<file path="config.mk">
export PLATFORM = sky130hd
export DESIGN_NAME = uart_tx_fifo
export DESIGN_NICKNAME = d
export VERILOG_FILES = /design/src/rtl/uart_tx_fifo.sv
export SDC_FILE = /design/constraint.sdc
export NUM_CORES = 1
export LEC_CHECK = 0
export CAP_MARGIN = 20
export CORE_MARGIN = 5
export CORE_UTILIZATION = 45
export CTS_BUF_LIST = sky130_fd_sc_hd__clkbuf_8
export CTS_CLUSTER_SIZE = 12
export DETAILED_ROUTE_END_ITERATION = 10
export GPL_ROUTABILITY_DRIVEN = 0
export SLEW_MARGIN = 20
export SYNTH_ARGS = -nofsm -noshare
export SYNTH_HDL_FRONTEND = slang
export SYNTH_SLANG_ARGS = --single-unit
export TNS_END_PERCENT = 10
</file>
<file path="constraint.sdc">
create_clock -name clk -period 3.9 [get_ports clk]
set_input_delay 0.39 -clock clk [delete_from_list [all_inputs] [get_ports clk]]
set_output_delay 0.39 -clock clk [all_outputs]
set_load 0.02 [all_outputs]
</file>
<file path="src/rtl/uart_tx_fifo.sv">
// UART transmitter fed by a small synchronous FIFO.
// Frame settings are captured at each frame start so the line format never changes mid-frame.
module uart_tx_fifo #(
    parameter int DATA_WIDTH = 8,
    parameter int FIFO_DEPTH = 8,
    parameter int DIV_WIDTH  = 16
) (
    input  logic                          clk,
    input  logic                          rst_n,
    input  logic                          en,
    input  logic [DIV_WIDTH-1:0]          clk_divider,
    input  logic [1:0]                    parity_mode,
    input  logic                          two_stop,
    input  logic                          wr_valid,
    input  logic [DATA_WIDTH-1:0]         wr_data,
    output logic                          wr_ready,
    input  logic                          flush,
    output logic                          sout,
    output logic                          busy,
    output logic [$clog2(FIFO_DEPTH):0]   level,
    output logic                          empty,
    output logic                          full
);

    localparam int AW = $clog2(FIFO_DEPTH);
    localparam int LW = AW + 1;
    localparam int BW = $clog2(DATA_WIDTH);

    typedef enum logic [2:0] {IDLE, START, DATA, PARITY, STOP} state_e;

    logic [DATA_WIDTH-1:0] mem_q [FIFO_DEPTH];
    logic [AW-1:0]         wrPtr_q, rdPtr_q;
    logic [LW-1:0]         level_q;
    logic                  push, pop;
    logic [DATA_WIDTH-1:0] headData;

    state_e                state_q, state_d;
    logic [DIV_WIDTH-1:0]  baudCnt_q, baudCnt_d;
    logic [DIV_WIDTH-1:0]  divider_q, divider_d;
    logic [BW-1:0]         bitCnt_q, bitCnt_d;
    logic [DATA_WIDTH-1:0] shift_q, shift_d;
    logic                  parityBit_q, parityBit_d;
    logic                  parityEn_q, parityEn_d;
    logic                  twoStop_q, twoStop_d;
    logic                  bitDone;
    logic                  startFrame;

    assign full     = (level_q == LW'(FIFO_DEPTH));
    assign empty    = (level_q == '0);
    assign level    = level_q;
    assign wr_ready = !full && !flush;
    assign push     = wr_valid && wr_ready;
    assign pop      = startFrame;
    assign headData = mem_q[rdPtr_q];

    always_ff @(posedge clk or negedge rst_n) begin
        if (!rst_n) begin
            wrPtr_q <= '0;
            rdPtr_q <= '0;
            level_q <= '0;
        end else if (flush) begin
            wrPtr_q <= '0;
            rdPtr_q <= '0;
            level_q <= '0;
        end else begin
            if (push) wrPtr_q <= wrPtr_q + AW'(1);
            if (pop)  rdPtr_q <= rdPtr_q + AW'(1);
            level_q <= level_q + LW'(push) - LW'(pop);
        end
    end

    // Storage is left unreset; occupancy alone decides what is valid.
    always_ff @(posedge clk) begin
        if (push) mem_q[wrPtr_q] <= wr_data;
    end

    always_ff @(posedge clk or negedge rst_n) begin
        if (!rst_n) begin
            state_q     <= IDLE;
            baudCnt_q   <= '0;
            divider_q   <= '0;
            bitCnt_q    <= '0;
            shift_q     <= '0;
            parityBit_q <= 1'b0;
            parityEn_q  <= 1'b0;
            twoStop_q   <= 1'b0;
        end else begin
            state_q     <= state_d;
            baudCnt_q   <= baudCnt_d;
            divider_q   <= divider_d;
            bitCnt_q    <= bitCnt_d;
            shift_q     <= shift_d;
            parityBit_q <= parityBit_d;
            parityEn_q  <= parityEn_d;
            twoStop_q   <= twoStop_d;
        end
    end

    assign bitDone = (baudCnt_q == divider_q);

    always_comb begin
        state_d     = state_q;
        baudCnt_d   = '0;
        divider_d   = divider_q;
        bitCnt_d    = bitCnt_q;
        shift_d     = shift_q;
        parityBit_d = parityBit_q;
        parityEn_d  = parityEn_q;
        twoStop_d   = twoStop_q;
        startFrame  = 1'b0;

        if (state_q != IDLE && !bitDone) baudCnt_d = baudCnt_q + DIV_WIDTH'(1);

        case (state_q)
            IDLE: begin
                if (en && !empty) startFrame = 1'b1;
            end
            START: begin
                if (bitDone) state_d = DATA;
            end
            DATA: begin
                if (bitDone) begin
                    shift_d = shift_q >> 1;
                    if (bitCnt_q == BW'(DATA_WIDTH - 1)) begin
                        bitCnt_d = '0;
                        state_d  = parityEn_q ? PARITY : STOP;
                    end else begin
                        bitCnt_d = bitCnt_q + BW'(1);
                    end
                end
            end
            PARITY: begin
                if (bitDone) state_d = STOP;
            end
            STOP: begin
                // bitCnt counts completed stop bits when two are configured.
                if (bitDone) begin
                    if (twoStop_q && bitCnt_q == '0) begin
                        bitCnt_d = BW'(1);
                    end else if (en && !empty) begin
                        startFrame = 1'b1;
                    end else begin
                        state_d  = IDLE;
                        bitCnt_d = '0;
                    end
                end
            end
            default: state_d = IDLE;
        endcase

        if (startFrame) begin
            state_d     = START;
            baudCnt_d   = '0;
            bitCnt_d    = '0;
            shift_d     = headData;
            divider_d   = clk_divider;
            parityEn_d  = (parity_mode == 2'b01) || (parity_mode == 2'b10);
            parityBit_d = (^headData) ^ parity_mode[1];
            twoStop_d   = two_stop;
        end
    end

    always_comb begin
        sout = 1'b1;
        case (state_q)
            START:   sout = 1'b0;
            DATA:    sout = shift_q[0];
            PARITY:  sout = parityBit_q;
            default: sout = 1'b1;
        endcase
    end

    assign busy = (state_q != IDLE);

endmodule

</file>
==> results.yml <==
synth:
  synth-seq-cells: 123
  syn_inst: 385
  synthTopCellsByArea: "edfxtp_1 35%, dfrtp_1 27%, xor2_1 4.7%, mux2i_1 3.8%, mux4_1 3.8%"
  ys_top_cells_by_count: "64 x edfxtp_1, 59 x dfrtp_1, 30 x xor2_1"
  synth_most_common_cell: "edfxtp_1"
  syn_area_um2: 5560
  yosys.area.top_type: "edfxtp_1"
  syn_area_per_cell_um2: 14.4
  yosysSeqAreaShare_pct: 61.2
  synth_top_area_share_pct: 34.6
  yosys_warnings: 0
  ys.flop_type: "edfxtp_1"
  async_flop_share_pct: 48.0
  synth_edf_count: 64
  yosysUniqueCellTypes: 45
  syn_nets: 430
cts:
  root_buffer: "clkbuf_8"
  holdBufCountCts: 0
  path_clk_slew_ns: 0.08
  clock-sinks: 123
  ctsResizeCount: 0
  cts_max_level: 4
  cts_made_buffers: 17
  cts_setup_buffers: 0
  cts_tree: "yes"
  cts_buffer_depth: 2
  clkLatencyLatePin_ns: 0.43
route:
  wl_mm: 10.5
  wl_per_cell_um: 16.9
  vias: 3210
  first_pass_iters: 4
  vias_per_cell: 5.18
  initialDrtViolationCount: 199
  ant_nets: 0
  drc: 0
setup_path:
  worst-endpoint-arrival_ns: 3.46
  startpoint: "baudCnt_q[2]$_DFF_PN0_"
  cp_max_fo: 12
  path_class: "flop to flop"
  cp.required_ns: 4.20
  cp-end-kind: "flop"
  start_kind: "flop"
  reg2reg_from: "baudCnt_q[2]$_DFF_PN0_"
grt:
  antenna_found_initial: 0
  grt_start_max_net_pins: 35
  gr-total-overflow: 0
  grt_pass1_vias: 3484
  grt_pass1_wl_mm: 17.9
  grt_use_total_pct: 16.1
timing:
  period_needed_ns: 3.16
  tns_ns: 0
  rsz0062_at_grt: "false"
  finalSetupViolCount: 0
  tightest_slew_ns: 1.04
  hold_viol_final: 0
  fmax_mhz: 316
  drv_slew: 0
  skew_ns: 0.0100
  fin_crit_sh_pct: 81.0
  layout_setup_ws_ns: 0.740
  slew_headroom_pct: 30.8
pwr:
  swShare_pct: 30.3
  share_comb_of_total_power_pct: 23.5
  clkPwrFrac_pct: 28.8
  switching_power_mw: 1.14
  power.leakage_nw: 2.55
  power.density_nw_per_um2: 574
  worst_ir_drop_vdd_uv: 357
  p_seq_share_pct: 47.7
  p_int_mw: 2.61
die:
  rows: 40
  core_um2: 12100
  die_area_um2: 14700
  start_util_pct: 46.1
  die_h_um: 121
  ioPinCount: 41
  die_x_um: 121
placed_design:
  preCtsSetupSlack_ns: 0.740
  portBuffers: 40
  dp.cells: 588
  dp_hpwl_mm: 7.14
status:
  status: "finished clean"
final_layout:
  final_util_pct: 54.2
  drive_gt1_share_pct: 15.9
  area_growth_pct: 17.7
  final_nets: 484
  n_antenna_cell: 0
  fill_cells: 1011
  layout.cells.non_filler: 620
min_path:
  min_path_type: "input port to asynchronous set/reset pin"
run:
  cap_violations: 0
-- registers in the layout (all words and copies together) (netlist names) --
name and flops:
level 4, divider_q 16, parityBit_q 1, twoStop_q 1
wrPtr_q 3, mem_q 64, rdPtr_q 3, baudCnt_q 16
state_q 3, bitCnt_q 3, parityEn_q 1, shift_q 8
-- metal layers --
metal	up-vias	part of all wire [%]	wire length (µm)	track usage, %
li1	1532	-	-	-
met1	1607	47	4960	21.5
met2	62	48	5030	25.4
met3	9	3.5	363	4.43
met4	0	1.4	148	5.31
met5	-	0	0	0
-- through the flow --
stage	power (mW)	hold slack, ns	instance area (µm²)
after floorplan	2.40	0.0944	5560
after CTS	3.80	0.0406	6540
after global routing	3.98	0.0832	6540
final	3.75	0.0363	6540
after global placement	2.69	0.483	6150
after detailed placement	2.71	0.484	6150
-- cell families after synthesis --
| kind of cell | after synthesis | synth area share [%] |
|---|---|---|
| and+or+nand+nor | 97 | 8.98 |
| adders and majority gates | 13 | 3.06 |
| buffers and inverters | 25 | 2.18 |
| xor gates and xnor gates | 40 | 6.55 |
| muxes | 56 | 14.7 |
| DFF | 123 | 61.2 |
| AOI/OAI and AO/OA | 31 | 3.33 |
-- critical path, stage by stage, from the launching register on --
cell and delay (ns):
dfrtp_1 0.45, xor2_1 0.17, nor4_1 0.35, nand4_1 0.17, buf_4 0.21, o21ai_2 0.25, nand2_2 0.24, inv_1 0.17
ha_1 0.24, inv_1 0.05, ha_1 0.17, fa_1 0.40, nor2b_1 0.14
-- cell usage in the layout (no fill, tap or decap), drive strengths merged, types with 5 or more instances in the layout --
cell type / netlist / layout
clkdlybuf4s50: 0 / 39
clkinv: 0 / 5
xor2: 30 / 30
xnor2: 9 / 9
inv: 12 / 14
mux2: 19 / 19
nor2: 27 / 27
nand2b: 6 / 6
dfrtp: 59 / 59
nor3: 10 / 10
nand2: 14 / 14
nand3: 13 / 13
mux4: 16 / 16
buf: 8 / 9
o21ai: 10 / 10
nor2b: 5 / 5
a21oi: 12 / 12
clkinvlp: 0 / 6
nor4: 5 / 5
mux2i: 21 / 21
clkbuf: 5 / 17
ha: 12 / 12
edfxtp: 64 / 64
-- final timing paths --
| path | to | slack [ns] | cells past startpoint |
|---|---|---|---|
| setup / recovery | level[1]$_DFF_PN0_ | 0.74 | 12 |
| hold / removal | bitCnt_q[1]$_DFFE_PN0P_ | 0.04 | 1 |
| setup reg to reg | level[1]$_DFF_PN0_ | 0.74 | 12 |
| hold reg to reg | shift_q[0]$_DFFE_PN0P_ | 0.50 | 1 |
| max in group asynchronous | shift_q[4]$_DFFE_PN0P_ | 3.01 | 2 |
| min in group clk | shift_q[0]$_DFFE_PN0P_ | 0.50 | 1 |
-- power groups by stage --
stage	clock network, mW	logic (mW)	registers (mW)
after floorplan	0	0.660	1.74
after global placement	0	0.878	1.81
after detailed placement	0	0.894	1.81
after CTS	1.11	0.898	1.79
after global routing	1.17	0.988	1.82
final	1.08	0.882	1.79
-- cell type report --
type | count | area [µm²] | share of cell area [%]
Clock inverter | 15 | 153 | 2.33
Inverter | 12 | 45.0 | 0.689
Sequential cell | 123 | 3400 | 52.0
Clock buffer | 17 | 234 | 3.58
Multi-Input combinational cell | 237 | 2040 | 31.2
Timing Repair Buffer | 48 | 455 | 6.97
Tap cell | 168 | 210 | 3.22
Note: power is estimated with default switching activity, not from simulation.
==> patch 1: new RTL, config.mk and constraints unchanged <==
The parameter `DIV_WIDTH` goes from 16 to 32.
--- a/src/rtl/uart_tx_fifo.sv
+++ b/src/rtl/uart_tx_fifo.sv
@@ -3,7 +3,7 @@
 module uart_tx_fifo #(
     parameter int DATA_WIDTH = 8,
     parameter int FIFO_DEPTH = 8,
-    parameter int DIV_WIDTH  = 16
+    parameter int DIV_WIDTH  = 32
 ) (
     input  logic                          clk,
     input  logic                          rst_n,
Ports: changed (resized clk_divider); port bits go from 41 to 57. The function was not compared with the original's and may differ.
==> patch 1 against the original RTL <==
- area after synthesis grew 29%
- maximum frequency increased by 3.0%
- power increased by 28%
- sequential cell count grew 32
- setup slack gained 0.092 ns
- first-iteration DRC count fell by 13%
- cell count grew 33%
- routed wire length increased by 35%
- design area is 27% higher
- sequential share of layout area is 1.5 points lower
- combinational power rose by 62%
- clock skew decreased by 0.0015 ns
- highest routed layer unchanged
==> patch 1: results (changes against the original RTL) <==
Setup path:
- The startpoint identified for the worst register-to-register timing path is rdPtr_q[0]$_DFFE_PN0P_.
- The delay of the slowest cell on the worst path was 0.99 ns (+0.54 ns).
- The worst endpoint data arrival time is 3.41 ns (-0.05 ns).
- The worst reg-to-reg path cell count was 6 (-6).
- The biggest fanout along the worst timing path was 19 (+7).

Run status:
- The flow ran to the end, and the final reports show no timing, DRC or antenna violations.

Finish:
- The clock network area share is 0.0433 (-0.0158).
- The multi-input combinational cell count is 344 (+45%).
- The largest registers in the layout are mem_q: 64 flops, baudCnt_q: 32 flops, divider_q: 32 flops.
- The share of cells above drive strength 1 came to 0.151 (-0.00847).
- The combined flip-flop and latch cell area is 4200 µm² (+24%).
- The count of filler cells inserted in the layout was 1,391 (+38%).
- The number of ordinary and repair buffers in the finished layout is 63 (+31%).
- The multi-input gate share of the layout cell area came to 0.339 (+0.0264).
- The final net count is 659 (+36%).
- The fraction of cell area in non-clock buffers is 0.0734 (+0.00369).

Global route:
- The met3 routing resource usage after global routing is 0.0466 (+0.00234).
- The number of global-route vias before repair is 4,590 (+32%).
- The global-route usage over all layers is 0.165 (+0.00401).
- The routing usage on met1 is 0.189 (-0.0258).
- The largest net degree at the start of global routing came to 70 (+100%).

Power and ir drop:
- The part of the power in combinational logic is 0.298 (+0.063).
- The switching portion of total power was 0.322 (+0.0189).
- The highest ir drop seen on vdd is 0.000267 V (-25%).

Drt:
- The routed wire length was 14,200 µm (+35%).
- The detail-routed via count per cell is 5.27 (+1.8%).
- The routed length on met3 is 570 µm (+57%).

Place:
- The number of buffers inserted by port buffering is 56 (+40%).
- The HPWL after detailed placement was 9990 µm (+40%).

STA:
- The relative slew slack is 0.341 (+0.0326).
- The clock tree skew after final layout came to 0.00853 ns (-0.00149 ns).
- The worst hold margin is 0.0495 ns (+0.0132 ns).

Yosys:
- The synthesized net count is 598 (+39%).
- The proportion of synthesized chip area in sequential cells is 0.584 (-0.0272).
- In the synthesized netlist, the cells that appear most often are sky130_fd_sc_hd__dfrtp_1, sky130_fd_sc_hd__edfxtp_1, sky130_fd_sc_hd__xnor2_1.
- By area the synthesized netlist is led by sky130_fd_sc_hd__dfrtp_1, sky130_fd_sc_hd__edfxtp_1, sky130_fd_sc_hd__mux2_2.

Clock network:
- The clock latency on the worst-skew pair is 0.46 ns (+0.03 ns).
## patch 1: cell count changes in the layout (fill, tap and decap cells not counted), sizes merged, moves of 9 or more
cell,delta
xnor2,+41
dfrtp,+32
mux2,+20
nor2,+17
clkdlybuf4s50,+16
nand4,+11
nand3,+10
xor2,-9
## patch 1: worst max-delay path by stage
stage                      startpoint                      end  slack (ns)  depth (start not counted)
3_3_place_gp   rdPtr_q[0]$_DFFE_PN0P_  parityBit_q$_DFFE_PN0N_        0.83                          6
3_5_place_dp   rdPtr_q[0]$_DFFE_PN0P_  parityBit_q$_DFFE_PN0N_        0.77                          6
2_1_floorplan      level[2]$_DFF_PN0_       level[2]$_DFF_PN0_        0.38                         16
5_1_grt        rdPtr_q[0]$_DFFE_PN0P_  parityBit_q$_DFFE_PN0N_        0.61                          6
6_report       rdPtr_q[0]$_DFFE_PN0P_  parityBit_q$_DFFE_PN0N_        0.83                          6
4_1_cts        rdPtr_q[0]$_DFFE_PN0P_  parityBit_q$_DFFE_PN0N_        0.76                          6
## patch 1: through the flow
stage | worst slack, ns | cell area [µm²] | std cells | utilization
floorplan | 0.380 | 7190 | 537 | -
global placement | 0.830 | 7960 | 795 | 0.505
detailed placement | 0.769 | 7960 | 795 | 0.505
CTS | 0.759 | 8320 | 826 | 0.528
global route | 0.615 | 8320 | 826 | 0.528
finish | 0.833 | 8320 | 826 | 0.528
## patch 1: worst max-delay path, delay by kind of cell, from the launching register on
kind	cells	cell delay, ns
mux	3	1.22
xor+xnor	3	0.74
flops	1	0.99
## patch 1: cells by family (layout without fill, tap and decap cells)
logic type,Yosys count,in the layout,share of synthesized area
simple gates,146,146,0.104
flops,155,155,0.584
fa+ha+maj,13,13,0.0237
buf+inv,38,111,0.0247
compound gates,44,44,0.0373
mux,69,69,0.135
xor+xnor,72,72,0.0907
==> patch 2: new RTL, same settings <==
Without the edit above. Make the reset (`rst_n`) synchronous in 2 clocked blocks.
--- a/src/rtl/uart_tx_fifo.sv
+++ b/src/rtl/uart_tx_fifo.sv
@@ -53,7 +53,7 @@
     assign pop      = startFrame;
     assign headData = mem_q[rdPtr_q];
 
-    always_ff @(posedge clk or negedge rst_n) begin
+    always_ff @(posedge clk) begin
         if (!rst_n) begin
             wrPtr_q <= '0;
             rdPtr_q <= '0;
@@ -74,7 +74,7 @@
         if (push) mem_q[wrPtr_q] <= wr_data;
     end
 
-    always_ff @(posedge clk or negedge rst_n) begin
+    always_ff @(posedge clk) begin
         if (!rst_n) begin
             state_q     <= IDLE;
             baudCnt_q   <= '0;
Check against the original RTL: differs if rst_n is asserted again (counterexample within 4 cycles, from zero or initial values and one cycle with rst_n low); with rst_n held inactive, the same outputs for 10 cycles.
==> patch 2 against the original RTL <==
- area after synthesis about the same
- routed wire length increased by 8.7%
- synthesized cell count increased by 17%
- power decreased by 7.5%
- setup slack improved by 0.29 ns
- design area decreased by 0.44%
- combinational power decreased by 10%
- sequential cell count increased by 3
==> patch 2: results (changes against the original RTL) <==
Finish:
- The clock network area share is 0.0598 (+0.000646).
- The fraction of cell area in non-clock buffers is 0.0707 (+0.00108).
- The inverter count of the layout excluding clock inverters came to 17 (+5).
- The final net count came to 538 (+11%).
- The multi-input combinational cell count was 283 (+19%).
- The count of filler cells inserted in the layout is 1,037 (+2.6%).
- The share of cells above drive strength 1 is 0.0929 (-0.0664).
- The multi-input gate share of the layout cell area came to 0.341 (+0.0291).
- The register fraction of the total cell area is 0.486 (-0.0338).

Yosys:
- The fraction of registers with async set/reset came to 0 (-0.480).
- The distinct cell type count after synthesis was 44 (-2.2%).
- The proportion of synthesized chip area in sequential cells is 0.569 (-0.0427).
- The synthesized net count is 495 (+15%).
- The fraction of the mapped netlist area in compound gates is 0.0914 (+0.0580).
- The XOR/XNOR share of the synthesized area is 0.0734 (+0.00783).
- The fraction of the mapped netlist area in adder cells came to 0.0306 (about the same).
- The area share of the largest cell type after synthesis is 0.346 (about the same).
- The commonest cells after synthesis are sky130_fd_sc_hd__edfxtp_1, sky130_fd_sc_hd__dfxtp_1, sky130_fd_sc_hd__nor2_1.

Global route:
- The first-pass GRT wire length is 18,800 µm (+4.6%).
- The routing usage on met1 is 0.211 (-0.00398).
- The met2 track demand over resource in global routing is 0.273 (+0.0184).
- The largest net degree at the start of global routing is 33 (-5.7%).
- The number of global-route vias before repair is 3,542 (+1.7%).

Setup path:
- The worst reg-to-reg path cell count was 15 (+3).
- The delay of the slowest cell on the worst path is 0.48 ns (+0.03 ns).
- The worst-path cell with the longest stage delay is sky130_fd_sc_hd__or3b_2.
- The flop-to-flop setup slack is 1.03 ns (+0.29 ns).
- The biggest fanout along the worst timing path is 29 (+17).
- In this run the critical register-to-register path is launched from level[2]$_SDFF_PP0_.
- The worst endpoint data arrival time is 3.18 ns (-0.28 ns).

Power and ir drop:
- The cell leakage power came to 2.32 nW (-9.0%).
- The part of the power in combinational logic came to 0.228 (-0.007).
- The highest ir drop seen on vdd was 0.000285 V (-20%).

Run status:
- The run finished with clean final reports.

Worst hold path:
- The type of the tightest min-delay check is flip-flop to flip-flop.

STA:
- The shortest period the worst path allows is 2.87 ns (-0.287 ns).
- The clock tree skew after final layout is 0.0114 ns (+0.00141 ns).
- The transition at the pin with the smallest max-transition slack is 1.05 ns (+0.00719 ns).

Drt:
- The length of routed met2 wiring is 5640 µm (+12%).
- The detail-routed via count per cell was 5.38 (+3.9%).
- The routed length on met3 came to 418 µm (+15%).
- The routed wire length was 11,400 µm (+8.7%).

Place:
- The HPWL after detailed placement is 7490 µm (+5.0%).
## patch 2: worst max-delay path by stage
stage | from | to | cells after the start
3_3_place_gp | baudCnt_q[0]$_SDFF_PP0_ | state_q[2]$_SDFFE_PP0P_ | 6
5_1_grt | level[2]$_SDFF_PP0_ | level[2]$_SDFF_PP0_ | 15
2_1_floorplan | level[3]$_SDFF_PP0_ | level[2]$_SDFF_PP0_ | 11
6_report | level[2]$_SDFF_PP0_ | level[2]$_SDFF_PP0_ | 15
4_1_cts | level[2]$_SDFF_PP0_ | level[2]$_SDFF_PP0_ | 15
3_5_place_dp | level[2]$_SDFF_PP0_ | level[2]$_SDFF_PP0_ | 15
## patch 2: per-stage QoR
step	area (µm²)	hold WS, ns	std cells	utilization
finish	6510	0.482	674	0.540
global route	6510	0.509	674	0.540
CTS	6510	0.483	674	0.540
detailed placement	6120	0.471	642	0.507
global placement	6120	0.463	642	0.507
floorplan	5560	0.447	450	-
